===== src/rtl/pfetch_pkg.sv =====
// Shared types and default sizing for the prefetch unit.
package pfetch_pkg;

  localparam int unsigned AW_DEF    = 8;
  localparam int unsigned IW_DEF    = 8;
  localparam int unsigned DEPTH_DEF = 4;

  typedef enum logic {
    S_VEC = 1'b0,
    S_RUN = 1'b1
  } state_t;

endpackage


===== src/rtl/pfetch_fifo.sv =====
// Prefetch queue: power-of-two circular buffer with synchronous clear.
module pfetch_fifo
  import pfetch_pkg::*;
#(
  parameter int unsigned W     = AW_DEF + IW_DEF,
  parameter int unsigned DEPTH = DEPTH_DEF
) (
  input  logic                         clk,
  input  logic                         reset,
  input  logic                         i_push,
  input  logic                         i_pop,
  input  logic                         i_clear,
  input  logic [W-1:0]                 i_wdata,
  output logic [W-1:0]                 o_rdata,
  output logic                         o_full,
  output logic                         o_empty,
  output logic [$clog2(DEPTH+1)-1:0]   o_count
);

  localparam int unsigned PW = $clog2(DEPTH);
  localparam int unsigned CW = $clog2(DEPTH + 1);

  logic [W-1:0]  r_mem [DEPTH];
  logic [PW-1:0] r_wr;
  logic [PW-1:0] r_rd;
  logic [CW-1:0] r_count;
  logic          w_push;
  logic          w_pop;

  assign o_empty = (r_count == '0);
  assign o_full  = (r_count == CW'(DEPTH));
  assign o_count = r_count;
  assign w_pop   = i_pop & ~o_empty;
  assign w_push  = i_push & (~o_full | w_pop);
  // Empty queue reads as zero so the head is defined straight after reset.
  assign o_rdata = o_empty ? '0 : r_mem[r_rd];

  always_ff @(posedge clk) begin
    if (w_push && !i_clear) begin
      r_mem[r_wr] <= i_wdata;
    end
  end

  always_ff @(posedge clk) begin
    if (reset || i_clear) begin
      r_wr    <= '0;
      r_rd    <= '0;
      r_count <= '0;
    end else begin
      if (w_push) begin
        r_wr <= r_wr + 1'b1;
      end
      if (w_pop) begin
        r_rd <= r_rd + 1'b1;
      end
      case ({w_push, w_pop})
        2'b10:   r_count <= r_count + 1'b1;
        2'b01:   r_count <= r_count - 1'b1;
        default: r_count <= r_count;
      endcase
    end
  end

endmodule


===== src/rtl/pfetch_unit.sv =====
// Instruction prefetch: vector load, PC sequencing, redirect handling, queue to decode.
// Optional same-cycle empty-queue bypass to decode: define PFETCH_BYPASS_EN.
module pfetch_unit
  import pfetch_pkg::*;
#(
  parameter int unsigned AW    = AW_DEF,
  parameter int unsigned IW    = IW_DEF,
  parameter int unsigned DEPTH = DEPTH_DEF
) (
  input  logic                         clk,
  input  logic                         reset,
  input  logic                         stall_f,
  input  logic                         redirect_valid,
  input  logic [AW-1:0]                redirect_pc,
  output logic [AW-1:0]                imem_addr,
  input  logic [IW-1:0]                imem_rdata,
  output logic                         dec_valid,
  input  logic                         dec_ready,
  output logic [IW-1:0]                dec_instr,
  output logic [AW-1:0]                dec_pc,
  output logic [$clog2(DEPTH+1)-1:0]   occupancy
);

  state_t           r_state;
  logic [AW-1:0]    r_pc;
  logic             w_run;
  logic             w_redir;
  logic             w_pop;
  logic             w_fetch;
  logic             w_push;
  logic             w_empty;
  logic             w_full;
  logic [AW+IW-1:0] w_head;

  assign w_run     = (r_state == S_RUN);
  assign w_redir   = w_run & redirect_valid;
  assign w_pop     = w_run & ~w_redir & ~w_empty & dec_ready;
  assign w_fetch   = w_run & ~w_redir & ~stall_f & (~w_full | w_pop);
  assign imem_addr = w_run ? r_pc : '0;

`ifdef PFETCH_BYPASS_EN
  logic r_redir_d;
  logic w_bypass;

  // Bypass is held off the cycle after a redirect so decode sees one idle cycle.
  assign w_bypass  = w_fetch & w_empty & ~r_redir_d;
  assign w_push    = w_fetch & ~(w_bypass & dec_ready);
  assign dec_valid = ~w_empty | w_bypass;
  assign dec_instr = w_bypass ? imem_rdata : w_head[AW+IW-1:AW];
  assign dec_pc    = w_bypass ? r_pc : w_head[AW-1:0];

  always_ff @(posedge clk) begin
    if (reset) begin
      r_redir_d <= 1'b0;
    end else begin
      r_redir_d <= w_redir;
    end
  end
`else
  assign w_push    = w_fetch;
  assign dec_valid = ~w_empty;
  assign dec_instr = w_head[AW+IW-1:AW];
  assign dec_pc    = w_head[AW-1:0];
`endif

  pfetch_fifo #(
    .W     (AW + IW),
    .DEPTH (DEPTH)
  ) u_fifo (
    .clk     (clk),
    .reset   (reset),
    .i_push  (w_push),
    .i_pop   (w_pop),
    .i_clear (w_redir),
    .i_wdata ({imem_rdata, r_pc}),
    .o_rdata (w_head),
    .o_full  (w_full),
    .o_empty (w_empty),
    .o_count (occupancy)
  );

  always_ff @(posedge clk) begin
    if (reset) begin
      r_state <= S_VEC;
      r_pc    <= '0;
    end else begin
      case (r_state)
        S_VEC: begin
          r_pc    <= AW'(imem_rdata);
          r_state <= S_RUN;
        end
        default: begin
          if (w_redir) begin
            r_pc <= redirect_pc;
          end else if (w_fetch) begin
            r_pc <= r_pc + 1'b1;
          end
        end
      endcase
    end
  end

endmodule


===== config.mk =====
export PLATFORM = sky130hd
export DESIGN_NAME = pfetch_unit
export DESIGN_NICKNAME = d
export VERILOG_FILES = /design/src/rtl/pfetch_pkg.sv /design/src/rtl/pfetch_fifo.sv /design/src/rtl/pfetch_unit.sv
export SDC_FILE = /design/constraint.sdc
export NUM_CORES = 1
export LEC_CHECK = 0
export BUFFER_PORTS_ARGS = -buffer_cell sky130_fd_sc_hd__buf_2
export CAP_MARGIN = 15
export CELL_PAD_IN_SITES_DETAIL_PLACEMENT = 1
export CELL_PAD_IN_SITES_GLOBAL_PLACEMENT = 1
export CORE_UTILIZATION = 51
export CTS_CLUSTER_SIZE = 10
export DETAILED_ROUTE_END_ITERATION = 8
export PLACE_DENSITY_LB_ADDON = 0.1
export SETUP_SLACK_MARGIN = 0.15
export SLEW_MARGIN = 15
export SYNTH_ARGS = -nofsm -noshare
export SYNTH_HDL_FRONTEND = slang
export SYNTH_HIERARCHICAL = 1
export SYNTH_SLANG_ARGS = --single-unit
export TNS_END_PERCENT = 5

===== constraint.sdc =====
create_clock -name clk -period 9.75 [get_ports clk]
set_input_delay 0.975 -clock clk [delete_from_list [all_inputs] [get_ports clk]]
set_output_delay 0.975 -clock clk [all_outputs]
set_load 0.02 [all_outputs]

==> impl_metrics.ini, run 1 <==
[detailed_routing]
route.met3.wl_um = 353
drt-initial-drc-count = 139
viasPerCell = 5.50
wl_met2_um = 4250
wl_met1_um = 3530
vias = 2200
wire_per_inst_um = 20.7
antenna_left = 0
first_pass_iters = 4
top_layer = met4
drc_errors = 0
wirelength_um = 8280

[place]
dp_hpwl_um = 5500
dp_slack_ns = 5.91
post-place-cells = 384
io_buffer_count = 48
gp_congestion = 0.794

[floorplan]
start_util_pct = 53.4
io_pins = 49
die_area_um2 = 7530
die_h_um = 86.8
die_width_um = 86.8
core_area_um2 = 6870
rows = 30

[critical_path]
reg2reg_depth = 11
path_depth = 10
worst-endpoint-required_ns = 10.04
path_buf_inv = 2
critPathMaxFanout = 13
cp-end-kind = register
regToRegSetupSlack_ns = 6.45
reg2reg_from = u_fifo/o_count[1]$_SDFFE_PP0P_
startpoint = redirect_valid
crit_path_top_delay_cell = o41ai_4
cp_cell_sequence = buf_2 -> nand2b_1 -> nor2_1 -> o41ai_4 -> ha_1 -> inv_1 -> fa_1 -> xor2_1 -> or3_1 -> a21oi_1
start_kind = input pin
worstPathArrival_ns = 3.75
crit_type = input pin to register
crit_family = simple AND/OR/NAND/NOR gates
max_stage_delay_ns = 0.65

[pwr]
peakVddDrop_uv = 68.2
p_per_area_nw_per_um2 = 162
leakage_nw = 1.49

[clock_network]
numCtsBuffers = 9
cts_buffer_depth = 2
worstSkewPairLatency_ns = 0.35
ctsResizeCount = 0
cts-hold-fix-buffers = 0
clkTransAtPathRegs_ns = 0.08
root_buffer = clkbuf_8
cts_sinks = 82
postCtsSetupBuffers = 0
cts_tree = yes
htreeDepth = 3

[sta]
worst_slew_pin_slew_ns = 1.03
finalCriticalPeriod_ns = 3.46
hold_viol = 0
setup_violations = 0
grt_setup_unrepaired = false
timing.final.crit_share_pct = 35.5
finClkSkew_ns = 0.0109
max_freq_mhz = 289
timing.final.ws_setup_ns = 6.29
max_slew_margin_pct = 31.3
slew_violations = 0
final.setup.tns_ns = 0

[synthesis]
yosysMostFrequentCell = edfxtp_1
syn_nets = 275
synth_common_cells = edfxtp_1, nor2b_1, dfxtp_1, mux4_2, nor2_1
syn_inst = 247
synth_edf_count = 64
synth_top_area_share_pct = 52.4
syn_area_um2 = 3670
ys_ff_latch = 82
synthTopCellsByArea = edfxtp_1, dfxtp_1, mux4_2, nor2b_1, ha_1
yosys_most_used_dff = edfxtp_1
ys_types = 48
ys_seq_area_share_pct = 62.2
yosys.area.top_type = edfxtp_1
ys_warn_count = 6
synthArstFlopShare_pct = 0
avgSynthCellArea_um2 = 14.8

[hold_path]
hold-path-cell-count = 2
hold_path.class = register to register
worstHoldStart = u_fifo/r_wr[0]$_SDFFE_PP0P_

[grt]
grt_pass1_vias = 2322
grt_start_max_net_pins = 24
grt_antenna_before_repair = 0
overflow = 0
grt_usage_pct = 24.3
grt_pass1_wl_um = 12900

[cells_and_area]
drive_above_1_share_pct = 31.3
antenna_cells = 0
final_cell_count_no_fill = 400
areaGrowthSynthToFinish_pct = 14.5
final_net_count = 327
postLayoutCoreUtil_pct = 61.1

[run_status]
status = completed

[run]
cap_violations = 0
[per-layer routing]
metal | up-vias | track usage, %
met4 | 0 | 9.09
met2 | 59 | 40.7
met1 | 1093 | 31.5
met5 | - | 0
li1 | 1035 | -
met3 | 13 | 4.67
[final timing paths]
path	end
worst min-delay path	u_fifo/r_wr[0]$_SDFFE_PP0P_
worst max register to register	u_fifo/o_count[2]$_SDFFE_PP0P_
worst max-delay path	u_fifo/o_count[2]$_SDFFE_PP0P_
worst min register to register	u_fifo/r_wr[0]$_SDFFE_PP0P_
[where the power goes]
group	leakage (nW)	switching [mW]	internal, mW
Sequential	0.727	0.00843	0.383
Clock	0.0929	0.123	0.119
Combinational	0.674	0.0274	0.0180
Total	1.49	0.159	0.520
[per-stage QoR]
stage | cell area, µm² | total power, mW | hold WS (ns)
after floorplan | 3670 | 0.424 | 0.459
after global placement | 4000 | 0.443 | 0.471
after detailed placement | 4000 | 0.445 | 0.503
after CTS | 4200 | 0.684 | 0.514
after global routing | 4200 | 0.702 | 0.551
final | 4200 | 0.678 | 0.510
[layout make-up]
type	instances	area, µm²
inverter	9	33.8
multi-input combinational	145	1300
clock inverter	6	67.6
clock buffer	10	128
sequential	82	2280
timing repair buffer	52	270
tap	96	120
fill	689	2670
[worst register-to-register path, cell delays in order (launching register included)]
cell and delay (ns):
dfxtp_1 0.39, nor3_2 0.19, buf_4 0.31, nand2b_4 0.22, nor2_1 0.10, o41ai_4 0.65, ha_1 0.33, inv_1 0.07
fa_1 0.38, xor2_1 0.16, or3_1 0.30, a21oi_1 0.14
[sequential cells by signal (all words and copies together), names as in the netlist, named ones only]
signal / cells
u_fifo/o_count: 3
u_fifo/r_rd: 2
u_fifo/r_wr: 2
r_pc: 8
u_fifo/r_mem: 64
r_state: 1
[cell families after synthesis]
logic type	synth area share, %
AOI/OAI and AO/OA	7.03
xor gates and xnor gates	0.717
buffers and inverters	3.45
and+or+nand+nor	12.5
adders and majority gates	2.59
DFF	62.2
muxes	11.5
[layout by cell type (no fill, tap or decap), types with 9 or more instances in the layout]
master	instances
edfxtp_1	64
buf_2	48
nor2b_1	20
dfxtp_1	18
mux4_2	16
nor2_1	15
nand2_1	11
inv_1	9
clkbuf_8	9
Note: power is estimated with default switching activity, not from simulation.
==> inputs of run 2 (changes only) <==
--- a/config.mk
+++ b/config.mk
@@ -5,11 +5,12 @@
 export SDC_FILE = /design/constraint.sdc
 export NUM_CORES = 1
 export LEC_CHECK = 0
+export ABC_AREA = 1
 export BUFFER_PORTS_ARGS = -buffer_cell sky130_fd_sc_hd__buf_2
 export CAP_MARGIN = 15
 export CELL_PAD_IN_SITES_DETAIL_PLACEMENT = 1
 export CELL_PAD_IN_SITES_GLOBAL_PLACEMENT = 1
-export CORE_UTILIZATION = 51
+export CORE_UTILIZATION = 40
 export CTS_CLUSTER_SIZE = 10
 export DETAILED_ROUTE_END_ITERATION = 8
 export PLACE_DENSITY_LB_ADDON = 0.1
==> constraint.sdc (replaced) <==
create_clock -name clk -period 3.15 [get_ports clk]
set_input_delay 0.315 -clock clk [delete_from_list [all_inputs] [get_ports clk]]
set_output_delay 0.315 -clock clk [all_outputs]
set_load 0.02 [all_outputs]
==> run 2 against run 1 <==
  * Total power grew to 3.0 times the previous value
  * Clock power rose to 2.6 times the previous value
  * Sequential power increased to 3.1 times the previous value
  * Global-route usage shrank 4.6 points
  * Worst hold slack got worse by 0.27 ns
  * Area after synthesis increased by 3.8%
  * Register-to-register slack got worse by 5.6 ns
  * Sequential share of layout area fell by 1.4 points
  * Synthesized cell count up 62%
  * Largest power group unchanged
==> impl_metrics.ini, run 2 <==
[detailed_routing]
drc_errors = 0
top_layer = met4
antenna_left = 0
wire_per_inst_um = 15.3
route.met3.wl_um = 278
first_pass_iters = 4
viasPerCell = 4.72
wirelength_um = 9020
wl_met2_um = 4310
drt-initial-drc-count = 83
wl_met1_um = 4270
vias = 2775

[pwr]
p_per_area_nw_per_um2 = 467
combPwrFrac_pct = 7.9
switching_share_pct = 24.5
seqPwrFrac_pct = 60.5
p_switching_uw = 492
peakVddDrop_uv = 246
p_int_mw = 1.52
total_power_mw = 2.01
leakage_nw = 1.77
p_clk_share_pct = 31.6

[floorplan]
die_area_um2 = 9910
die_width_um = 99.5
die_h_um = 99.5
rows = 35
core_area_um2 = 9240
io_pins = 49
start_util_pct = 41.2

[critical_path]
crit_type = register to register
max_stage_delay_ns = 0.58
start_kind = register
crit_path_top_delay_cell = dfxtp_1
cp-end-kind = register
worst-endpoint-required_ns = 3.42
worstPathArrival_ns = 2.56
cp_cell_sequence = nand2_2 -> nor2_1 -> inv_1 -> nand3_1 -> nand2_1 -> ha_1 -> inv_1 -> fa_1 -> a21oi_1
cp_common_cell = inv_1
critPathMaxFanout = 11

[clock_network]
cts-hold-fix-buffers = 0
cts_buffer_depth = 2
htreeDepth = 3
cts_tree = yes
ctsResizeCount = 0
postCtsSetupBuffers = 0
cts_sinks = 82
root_buffer = clkbuf_8
numCtsBuffers = 9
worstSkewPairLatency_ns = 0.34
clkTransAtPathRegs_ns = 0.08

[grt]
grt_usage_pct = 19.6
grt_pass1_vias = 2843
overflow = 0
grt_start_max_net_pins = 33
grt_antenna_before_repair = 0
grt_pass1_wl_um = 14600

[synthesis]
yosysMostFrequentCell = nor2_1
avgSynthCellArea_um2 = 9.52
syn_area_um2 = 3810
yosys_most_used_dff = edfxtp_1
synthArstFlopShare_pct = 0
syn_nets = 428
synthTopCellsByArea = edfxtp_1, dfxtp_1, nor2_1, nand2_1, o21ai_1
ys_types = 26
ys_ff_latch = 82
yosys.area.top_type = edfxtp_1
syn_inst = 400
synth_top_area_share_pct = 50.5
ys_seq_area_share_pct = 60.0
ys_warn_count = 6
synth_edf_count = 64
synth_common_cells = nor2_1, edfxtp_1, nand2_1, inv_1, o21ai_1

[cells_and_area]
top_register = u_fifo/r_mem
areaGrowthSynthToFinish_pct = 13.2
drive_above_1_share_pct = 20.9
nFillCells = 1109
final_common_cell = nor2_1
final_net_count = 482
antenna_cells = 0
layout_common_cells = nor2_1, edfxtp_1, nand2_1, buf_2, inv_1
largest_reg_flops = 64
final_cell_count_no_fill = 588

[sta]
setup_violations = 0
max_freq_mhz = 436
hold_viol = 0
finalCriticalPeriod_ns = 2.29
slew_violations = 0
timing.final.crit_share_pct = 72.7
finClkSkew_ns = 0.0137
grt_setup_unrepaired = false
worst_slew_pin_slew_ns = 0.567
max_slew_margin_pct = 62.1
final.setup.tns_ns = 0

[hold_path]
hold_path.class = input pin to register

[run_status]
status = completed

[place]
post-place-cells = 572
dp_hpwl_um = 6250
gp_congestion = 0.827
io_buffer_count = 48

[run]
cap_violations = 0
## run 2: kinds of logic (layout without fill, tap and decap cells)
family,after synthesis,in the layout,share of synthesized area (%)
fa+ha+maj,7,7,2.50
compound gates,67,67,9.93
flops,82,82,60.0
simple gates,187,187,20.0
buf+inv,57,116,7.63
## run 2: routing by layer
layer / global-route usage [%] / up-vias
met5: 0 / -
met4: 7.47 / 0
met3: 3.30 / 16
met2: 33.2 / 54
met1: 25.4 / 1283
li1: - / 1422
## run 2: per-stage QoR
step                      hold WS, ns  util (%)  area (µm²)  setup slack, ns
after CTS                       0.226      46.6        4310            0.837
final                           0.238      46.6        4310            0.858
after global placement          0.509      44.9        4150            0.973
after floorplan                 0.414         -        3810            0.378
after global routing            0.230      46.6        4310            0.612
after detailed placement        0.514      44.9        4150            0.847
## run 2: area by class of cell
cell class / instances / area, µm² / area share, %
clock inverter: 6 / 33.8 / 0.784
tap: 129 / 161 / 3.75
sequential: 82 / 2280 / 53.0
multi-input combinational: 261 / 1230 / 28.6
clock buffer: 10 / 128 / 2.96
timing repair buffer: 55 / 293 / 6.80
inverter: 45 / 176 / 4.10
## run 2: power by group through the flow
stage | registers [mW] | logic (mW) | clock network (mW)
after floorplan | 1.23 | 0.103 | 0
after global placement | 1.24 | 0.160 | 0
after detailed placement | 1.24 | 0.163 | 0
after CTS | 1.22 | 0.163 | 0.659
after global routing | 1.22 | 0.180 | 0.692
final | 1.22 | 0.159 | 0.636
## run 2: final timing paths
| kind | slack, ns | cells past startpoint | endpoint | start |
|---|---|---|---|---|
| setup / recovery | 0.86 | 9 | u_fifo/o_count[1]$_SDFFE_PP0P_ | r_state$_DFF_P_ |
| hold / removal | 0.24 | 1 | u_fifo/r_mem[1][9]$_DFFE_PP_ | imem_rdata[1] |
| setup reg to reg | 0.86 | 9 | u_fifo/o_count[1]$_SDFFE_PP0P_ | r_state$_DFF_P_ |
| hold reg to reg | 0.53 | 2 | u_fifo/o_count[0]$_SDFFE_PP0P_ | u_fifo/o_count[0]$_SDFFE_PP0P_ |
## run 2: worst max-delay path: cells and delay by family (launching register included)
kind	cells	cell delay [ns]
buffers and inverters	2	0.16
AND/OR/NAND/NOR	4	0.71
AO/OA/AOI/OAI	1	0.16
flip-flops	1	0.58
adder cells (fa/ha/maj)	2	0.63
